<file path="src/rtl/cp0_exc_ctrl.sv">
`timescale 1ns/1ps
`default_nettype none
// ============================================================================
// Module   : cp0_exc_ctrl
// Brief    : Coprocessor-0 exception/interrupt controller. Holds SR, Cause,
//            EPC and PRId, raises the single-cycle fetch redirect and
//            supplies the eret return target.
// Revision : 1.0 - initial release
// ============================================================================
module cp0_exc_ctrl #(
    parameter logic [31:0] HANDLER_ADDR = 32'h0000_4180,
    parameter logic [31:0] PRID_VAL     = 32'h4152_4F4E
) (
    input  logic        clk,
    input  logic        reset,
    input  logic        we,
    input  logic [4:0]  cp0_addr,
    input  logic [31:0] cp0_wdata,
    output logic [31:0] cp0_rdata,
    input  logic [31:0] vpc,
    input  logic        bd_in,
    input  logic [4:0]  exc_code_in,
    input  logic [5:0]  hw_int,
    input  logic        eret_in,
    output logic        req,
    output logic [31:0] epc_out
);

    localparam logic [4:0] c_ADDR_SR    = 5'd12;
    localparam logic [4:0] c_ADDR_CAUSE = 5'd13;
    localparam logic [4:0] c_ADDR_EPC   = 5'd14;
    localparam logic [4:0] c_ADDR_PRID  = 5'd15;

    // SR fields
    logic [5:0]  r_im;
    logic        r_exl;
    logic        r_ie;
    // Cause fields
    logic        r_bd;
    logic [5:0]  r_ip;
    logic [4:0]  r_exc_code;
    // EPC, low two bits held at zero
    logic [31:0] r_epc;

    logic        w_int_req;
    logic        w_exc_req;
    logic [31:0] w_epc_target;

    // Event detection; interrupts win over the synchronous exception when both are present.
    always_comb begin
        w_int_req    = (|(hw_int & r_im)) & r_ie & ~r_exl;
        w_exc_req    = (exc_code_in != 5'd0) & ~r_exl;
        req          = (w_int_req | w_exc_req) & ~reset;
        w_epc_target = bd_in ? (vpc - 32'd4) : vpc;
    end

    // Register update: reset > redirect > (mtc0 then eret) > hold.
    always_ff @(posedge clk) begin
        if (reset) begin
            r_im       <= 6'd0;
            r_exl      <= 1'b0;
            r_ie       <= 1'b0;
            r_bd       <= 1'b0;
            r_ip       <= 6'd0;
            r_exc_code <= 5'd0;
            r_epc      <= 32'd0;
        end else begin
            r_ip <= hw_int;
            if (req) begin
                r_exl      <= 1'b1;
                r_exc_code <= w_int_req ? 5'd0 : exc_code_in;
                r_bd       <= bd_in;
                r_epc      <= {w_epc_target[31:2], 2'b00};
            end else begin
                if (we && (cp0_addr == c_ADDR_SR)) begin
                    r_im  <= cp0_wdata[15:10];
                    r_exl <= cp0_wdata[1];
                    r_ie  <= cp0_wdata[0];
                end
                if (we && (cp0_addr == c_ADDR_EPC)) begin
                    r_epc <= {cp0_wdata[31:2], 2'b00};
                end
                // Later assignment wins, so eret overrides an SR write to EXL.
                if (eret_in) begin
                    r_exl <= 1'b0;
                end
            end
        end
    end

    // mfc0 read mux, no bypass from a write in flight.
    always_comb begin
        cp0_rdata = 32'd0;
        case (cp0_addr)
            c_ADDR_SR:    cp0_rdata = {16'd0, r_im, 8'd0, r_exl, r_ie};
            c_ADDR_CAUSE: cp0_rdata = {r_bd, 15'd0, r_ip, 3'd0, r_exc_code, 2'd0};
            c_ADDR_EPC:   cp0_rdata = r_epc;
            c_ADDR_PRID:  cp0_rdata = PRID_VAL;
            default:      cp0_rdata = 32'd0;
        endcase
    end

    assign epc_out = r_epc;

endmodule
`default_nettype wire

</file>
<file path="config.mk">
export PLATFORM = sky130hd
export DESIGN_NAME = cp0_exc_ctrl
export DESIGN_NICKNAME = d
export VERILOG_FILES = /design/src/rtl/cp0_exc_ctrl.sv
export SDC_FILE = /design/constraint.sdc
export NUM_CORES = 1
export LEC_CHECK = 0
export BUFFER_PORTS_ARGS = -buffer_cell sky130_fd_sc_hd__buf_2
export CORE_MARGIN = 1
export CORE_UTILIZATION = 35
export DETAILED_ROUTE_END_ITERATION = 10
export PLACE_DENSITY = 0.69
export REMOVE_ABC_BUFFERS = 1
export SLEW_MARGIN = 20
export SYNTH_ARGS = -nofsm -noshare
export SYNTH_HDL_FRONTEND = slang
export SYNTH_SLANG_ARGS = --single-unit
</file>
<file path="constraint.sdc">
create_clock -name clk -period 7.7 [get_ports clk]
set_input_delay 1.54 -clock clk [delete_from_list [all_inputs] [get_ports clk]]
set_output_delay 1.54 -clock clk [all_outputs]
set_load 0.02 [all_outputs]
</file>
Word-level counts from Yosys, hierarchy flattened
Cells that the tools add are included.
{"block": "word_totals", "wordCells": 36, "in_bits": 85, "out_inout_bits": 65, "reg_bits": 50}
{"block": "op_classes", "add_sub_neg": 1, "muxes": 8, "reduce_logical": 7, "bitwise_logic": 9, "n_eq_ne": 4}
{"operator": "$pmux 32 s4", "n": 1}
{"operator": "$mux 32", "n": 3}
{"operator": "$sub 32x3->32 const B", "n": 1}
{"operator": "$eq 5x4->1 const B", "n": 4}
{"operator": "$and 6x6->6", "n": 1}
{"operator": "$reduce_or 6->1", "n": 1}
{"operator": "$mux 5", "n": 1}
{"operator": "$reduce_bool 5->1", "n": 1}
{"operator": "$and 1x1->1", "n": 4}
{"operator": "$mux 1", "n": 3}
{"operator": "$not 1->1", "n": 3}
{"operator": "$reduce_bool 3->1", "n": 1}
{"operator": "$logic_and 1x1->1", "n": 2}
{"operator": "$reduce_and 2->1", "n": 1}
{"operator": "$reduce_bool 2->1", "n": 1}
{"operator": "$or 1x1->1", "n": 1}

Longest topological paths before layout
Gate-level depths: netlist of run 1.
{"block": "logic_depth", "word_depth": 8, "mapped_depth": 8, "mapped_depth_nobuf": 6}

Least setup slack after synthesis of run 1
No wires, ideal clock.
{"block": "synth_timing", "kind": "input-to-output", "startpoint": "input exc_code_in[0]", "endpoint": "output req", "path_slack_ns": 3.457, "t_arrival_ns": 2.703, "path_buffers": 1, "t_required_ns": 6.160, "cell_stages": 5, "path_cell_list": "or4_1 -> o21a_1 -> clkbuf_1 -> nor2_1 -> nor2_1"}
{"block": "synth_between", "elab_chain_len": 4}
{"item": "from (decl)", "line_no": "22", "text": "input logic [4:0] exc_code_in,"}
{"item": "$reduce_bool 5->1", "line_no": "52", "text": "w_exc_req = (exc_code_in != 5'd0) & ~r_exl;"}
{"item": "$and 1x1->1", "line_no": "52"}
{"item": "$or 1x1->1", "line_no": "53", "text": "req = (w_int_req | w_exc_req) & ~reset;"}
{"item": "$and 1x1->1", "line_no": "53"}
{"item": "to (decl)", "line_no": "25", "text": "output logic req,"}
No other way between the ends.

Final worst setup path of run 1
Same ends and word-level chain as after synthesis.

==> results.sh, run 1 <==
export IMPL_run_status="finished, final reports clean"
export IMPL_avgSynthCellArea_um2=7.970
export IMPL_fmax_mhz=212.0
export IMPL_rows=35
export IMPL_start_util_pct=36.05
export IMPL_ys_seq_area_share_pct=30.19
export IMPL_viasPerCell=5.827
export IMPL_h_tree_depth=2
export IMPL_clkLatencyLatePin_ns=0.31
export IMPL_postRouteAntennaNets=0
export IMPL_yosys_warnings=0
export IMPL_cts_hold_buf=0
export IMPL_n_antenna_cell=0
export IMPL_drive_gt1_share_pct=32.33
export IMPL_synthCells=416
export IMPL_hold_class="reg -> reg"
export IMPL_path_class="in -> out"
export IMPL_grt_pass1_wl_mm=17.35
export IMPL_dr_pass1_iters=5
export IMPL_mostFrequentLayoutCells="buf_2 (145), dfxtp_1 (50), and3_1 (42), nor2_1 (32), a2111oi_0 (28)"
export IMPL_cp_max_fo=35
export IMPL_numCtsBuffers=5
export IMPL_required_ns=6.16
export IMPL_fin_hold_ws_ns=0.4695
export IMPL_synth_top_cells_by_area="dfxtp_1 (30%), and3_1 (7.9%), a2111oi_0 (7.4%)"
export IMPL_setup_viol=0
export IMPL_syn_to_final_growth_pct=24.68
export IMPL_port_buffers=145
export IMPL_pre_cts_ws_ns=2.957
export IMPL_powerDensity_nw_per_um2=148.1
export IMPL_rsz0062_at_grt="false"
export IMPL_grt_antenna_before_repair=0
export IMPL_place_hpwl_mm=7.626
export IMPL_cts_num_sinks=50
export IMPL_cp_start_kind="input pin"
export IMPL_cts_resized=0
export IMPL_grt_max_degree=52
export IMPL_setup_worst_path_end_class="primary output"
export IMPL_gp_congestion=0.8140
export IMPL_io_pins=150
export IMPL_drcViolationCount=0
export IMPL_die_area_um2=9866
export IMPL_finalNetCount=614
export IMPL_post_route_period_util_pct=61.26
export IMPL_hold_viol_final=0
export IMPL_placed_cells=632
export IMPL_finalSetupTns_ns=0
export IMPL_final_common_cell="buf_2"
export IMPL_synth_edf_count=0
export IMPL_routed_wl_mm=10.98
export IMPL_synth_seq_cells=50
export IMPL_grt_overflow=0
export IMPL_die_w_um=99.33
export IMPL_wl_per_cell_um=17.15
export IMPL_slew_viol_final=0
export IMPL_relSlewSlack_pct=30.12
export IMPL_synth_area_um2=3316
export IMPL_yosys_area_top_type="dfxtp_1"
export IMPL_p_leak_nw=1.824
export IMPL_cap_viol_max_count=0
export IMPL_grt_use_total_pct=22.07
export IMPL_die_h_um=99.33
export IMPL_post_cts_setup_buffers=0
export IMPL_stdcell_count=640
export IMPL_layout_setup_ws_ns=2.983
export IMPL_tightestPinTransition_ns=1.046
export IMPL_ys_async_sr_fraction_pct=0
export IMPL_clockBufferDepth=2
export IMPL_peakVddDrop_mv=0.07078
export IMPL_clkTransAtPathRegs_ns=0.10
export IMPL_yosysUniqueCellTypes=51
export IMPL_min_period_ns=4.717
export IMPL_cts_root_buf="clkbuf_8"
export IMPL_num_vias=3729
export IMPL_drt_iter0_markers=181
export IMPL_arrival_ns=3.18
export IMPL_core_um2=9196
export IMPL_synthFlopType="dfxtp_1"
export IMPL_cts_tree="built"
export IMPL_first_global_vias=3485
export IMPL_finClkSkew_ns=0.007387
export IMPL_synth_top_area_share_pct=30.19
==> kinds of logic (layout without fill, tap and decap cells) <==
logic type,count (synthesis),in the layout,share of synthesized area (%)
DFF,50,50,30.19
other,1,2,0.1131
muxes,13,13,4.038
and+or+nand+nor,177,177,29.62
AOI/OAI and AO/OA,112,112,25.96
buffers and inverters,50,162,6.528
adders and majority gates,1,1,0.3773
xor gates and xnor gates,12,12,3.170
==> sequential cells by signal, indices dropped and copies added, names as in the netlist <==
| name | flops |
|---|---|
| r_im | 6 |
| r_bd | 1 |
| r_ip | 6 |
| r_ie | 1 |
| r_exc_code | 5 |
| epc_out | 30 |
| r_exl | 1 |
==> area by class of cell <==
type | instances | area, µm²
clock inverters | 3 | 28.78
well taps | 111 | 138.9
fillers | 950 | 5062
clock buffers | 5 | 68.82
repair buffers | 149 | 755.7
inverters | 5 | 18.77
flip-flops and latches | 50 | 1001
multi-input cells | 317 | 2122
==> metrics by stage <==
step                total power (W)  instance area [µm²]  util [%]
detailed placement        0.0004489                 4036     43.89
floorplan                 0.0003743                 3122         -
finish                    0.0006122                 4134     44.95
CTS                       0.0006162                 4134     44.95
global route              0.0006401                 4134     44.95
global placement          0.0004458                 4034     43.86
==> Yosys cell counts (all sizes together) (2+ instances only) <==
master and number:
dfxtp 50, and3 42, clkbuf 38, nor2 32, a2111oi 28, nand2 26
a311oi 16, or3 15, or4 15, a21oi 14, a211oi 13, nand3 13
o31ai 13, mux2i 10, o21ai 9, xnor2 9, nor2b 8, buf 7
nor3 7, a22oi 6, inv 5, or2 4, mux2 3, nor4 3
o221a 3, xor2 3, a31oi 2, and3b 2, nand3b 2, nand4 2
==> worst max-delay path, stage by stage <==
cell and delay, ns:
buf_2 0.11, or4_1 0.54, o21a_1 0.19, buf_4 0.24, nor2_1 0.29, nor2_1 0.08, buf_2 0.19
==> per-layer routing <==
metal | GRT usage [%] | wire length, µm | vias up
met4 | 5.882 | 115 | 0
met1 | 28.60 | 4910 | 1726
met5 | 0 | 0 | -
li1 | - | - | 1828
met2 | 38.68 | 5244 | 162
met3 | 2.670 | 707 | 13
==> path summary, 6_finish.rpt <==
check	startpoint	to	slack (ns)	cells past startpoint
worst max-delay path	exc_code_in[0]	req	2.98	7
worst min-delay path	r_exc_code[4]$_SDFFE_PP0P_	r_exc_code[4]$_SDFFE_PP0P_	0.47	2
worst max register to register	r_im[0]$_SDFFE_PP0P_	epc_out[30]$_SDFFE_PP0P_	5.21	4
worst min register to register	r_exc_code[4]$_SDFFE_PP0P_	r_exc_code[4]$_SDFFE_PP0P_	0.47	2
==> where the power goes <==
group          total, W  internal (W)  leakage [nW]  switching, W
Clock          0.000169     0.0000676        0.0502      0.000102
Combinational  0.000151     0.0000572          1.36     0.0000934
Sequential     0.000292      0.000278         0.414     0.0000141
Power figures use the tool's default switching activity.
==> run 2: changes to the inputs <==
- ABC_AREA: unset -> 1
- PLACE_DENSITY: 0.69 -> 0.67
- clock period: 7.7 -> 4.35 ns (I/O delays scaled with it)
==> results.sh, run 2 <==
export IMPL_yosys_area_top_type="dfxtp_1"
export IMPL_run_status="finished, final reports clean"
export IMPL_worstPathCellList="buf_2, nor2_1, nand2_1, inv_1, nand2_1, nand4_1, buf_2"
export IMPL_synth_top_cells_by_area="dfxtp_1 (28%), nand2_1 (18%), nor2_1 (8.0%)"
export IMPL_place_hpwl_mm=8.973
export IMPL_powerDensity_nw_per_um2=249.8
export IMPL_viasPerCell=4.720
export IMPL_cp_start_kind="input pin"
export IMPL_drcViolationCount=0
export IMPL_finalSetupTns_ns=0
export IMPL_ys_seq_area_share_pct=27.90
export IMPL_cts_resized=0
export IMPL_die_h_um=103.2
export IMPL_cts_hold_buf=0
export IMPL_synth_common_cells="nand2_1 (170), nor2_1 (76), inv_1 (65), dfxtp_1 (50), nand3_1 (38)"
export IMPL_die_w_um=103.2
export IMPL_rsz0062_at_grt="false"
export IMPL_die_area_um2=10660
export IMPL_fin_hold_ws_ns=0.4706
export IMPL_start_util_pct=36.36
export IMPL_path_class="in -> out"
export IMPL_p_leak_nw=2.136
export IMPL_synthFlopType="dfxtp_1"
export IMPL_final_common_cell="nand2_1"
export IMPL_core_um2=9864
export IMPL_min_period_ns=3.108
export IMPL_cts_root_buf="clkbuf_8"
export IMPL_wl_per_cell_um=13.47
export IMPL_post_route_period_util_pct=71.44
export IMPL_stdcell_count=843
export IMPL_slew_viol_final=0
export IMPL_hold_viol_final=0
export IMPL_setup_worst_path_end_class="primary output"
export IMPL_synthCells=579
export IMPL_cap_viol_max_count=0
export IMPL_synth_most_common_cell="nand2_1"
export IMPL_peakVddDrop_mv=0.1359
export IMPL_dr_pass1_iters=6
export IMPL_synth_area_um2=3587
export IMPL_largest_register_ffs=30
export IMPL_grt_antenna_before_repair=0
export IMPL_synth_edf_count=0
export IMPL_clkTransAtPathRegs_ns=0.10
export IMPL_drt_iter0_markers=226
export IMPL_grt_max_degree=41
export IMPL_synth_top_area_share_pct=27.90
export IMPL_n_antenna_cell=0
export IMPL_hold_class="reg -> reg"
export IMPL_num_vias=3979
export IMPL_clkLatencyLatePin_ns=0.31
export IMPL_gp_congestion=0.8993
export IMPL_slowest_delay_ns=0.43
export IMPL_first_global_vias=3474
export IMPL_postRouteAntennaNets=0
export IMPL_cts_tree="built"
export IMPL_relSlewSlack_pct=64.57
export IMPL_required_ns=3.48
export IMPL_grt_pass1_wl_mm=17.22
export IMPL_drive_gt1_share_pct=28.87
export IMPL_synth_seq_cells=50
export IMPL_cp_max_fo=12
export IMPL_placed_cells=835
export IMPL_routed_wl_mm=11.35
export IMPL_finalNetCount=795
export IMPL_grt_overflow=0
export IMPL_avgSynthCellArea_um2=6.195
export IMPL_fmax_mhz=321.8
export IMPL_port_buffers=145
export IMPL_tightestPinTransition_ns=0.5302
export IMPL_clockBufferDepth=2
export IMPL_post_cts_setup_buffers=0
export IMPL_yosys_warnings=0
export IMPL_numCtsBuffers=5
export IMPL_rows=36
export IMPL_ys_async_sr_fraction_pct=0
export IMPL_h_tree_depth=2
export IMPL_yosysUniqueCellTypes=43
export IMPL_cpMaxStageDelayCell="inv_1"
export IMPL_cts_num_sinks=50
export IMPL_io_pins=150
export IMPL_mostFrequentLayoutCells="nand2_1 (170), buf_2 (145), nor2_1 (76), inv_1 (65), dfxtp_1 (50)"
export IMPL_syn_to_final_growth_pct=23.09
export IMPL_setup_viol=0
export IMPL_grt_use_total_pct=21.07
export IMPL_finClkSkew_ns=0.005636
export IMPL_arrival_ns=2.24
run 2: cell count changes after synthesis, moves of 14 or more:
cell,previous run,this run
nand2_1,26,170
inv_1,5,65
nor2_1,32,76
and3_1,42,0
clkbuf_1,37,6
a2111oi_0,28,0
o21ai_0,8,34
nand3_1,13,38
a311oi_1,16,0
or3_1,15,0
or4_1,14,0
run 2: cell families (layout without fill, tap and decap cells):
group / after synthesis / count (layout) / synth area share (%)
DFF: 50 / 50 / 27.90
AOI/OAI and AO/OA: 85 / 85 / 14.34
buffers and inverters: 96 / 226 / 12.73
other: 1 / 2 / 0.1045
xor gates and xnor gates: 15 / 15 / 3.662
adders and majority gates: 1 / 1 / 0.3487
and+or+nand+nor: 331 / 331 / 40.91
run 2: cell type report:
class                           instances  area, µm²
Clock inverter                          3      28.78
Fill cell                            1084       5449
Tap cell                              133      166.4
Clock buffer                            5      68.82
Multi-Input combinational cell        434       2133
Sequential cell                        50       1001
Inverter                               70      269.0
Timing Repair Buffer                  148      748.2
run 2: layer usage:
metal	share of wire, %	GRT usage (%)	wire, µm
met1	45	27.21	5135
met2	49	37.23	5539
met3	5.3	3.024	603
met4	0.65	4.550	74
met5	0	0	0
run 2: path summary, 6_finish.rpt:
kind                              from                       end  slack, ns  cells after the start
setup / recovery           cp0_addr[0]             cp0_rdata[10]       1.24                      7
hold / removal       r_bd$_SDFFE_PP0P_         r_bd$_SDFFE_PP0P_       0.47                      2
setup reg to reg  r_im[3]$_SDFFE_PP0P_  epc_out[31]$_SDFFE_PP0P_       2.60                     10
hold reg to reg      r_bd$_SDFFE_PP0P_         r_bd$_SDFFE_PP0P_       0.47                      2
run 2: where the power goes:
| group | internal [W] | total (W) | switching [W] |
|---|---|---|---|
| logic | 0.000101 | 0.000290 | 0.000189 |
| registers | 0.000491 | 0.000513 | 0.0000224 |
| clock network | 0.000120 | 0.000300 | 0.000180 |
run 2: worst max-delay path, delay by kind of cell:
kind          cells  cell delay (ns)
buf+inv           3             0.72
simple gates      4             0.64
run 2: metrics by stage:
stage | total power, W | setup WS, ns | area, µm² | utilization, %
finish | 0.001103 | 1.242 | 4415 | 44.76
global route | 0.001166 | 1.070 | 4415 | 44.76
CTS | 0.001114 | 1.211 | 4415 | 44.76
detailed placement | 0.0008135 | 1.213 | 4318 | 43.77
global placement | 0.0008079 | 1.229 | 4318 | 43.77
floorplan | 0.0006866 | 1.538 | 3403 | -
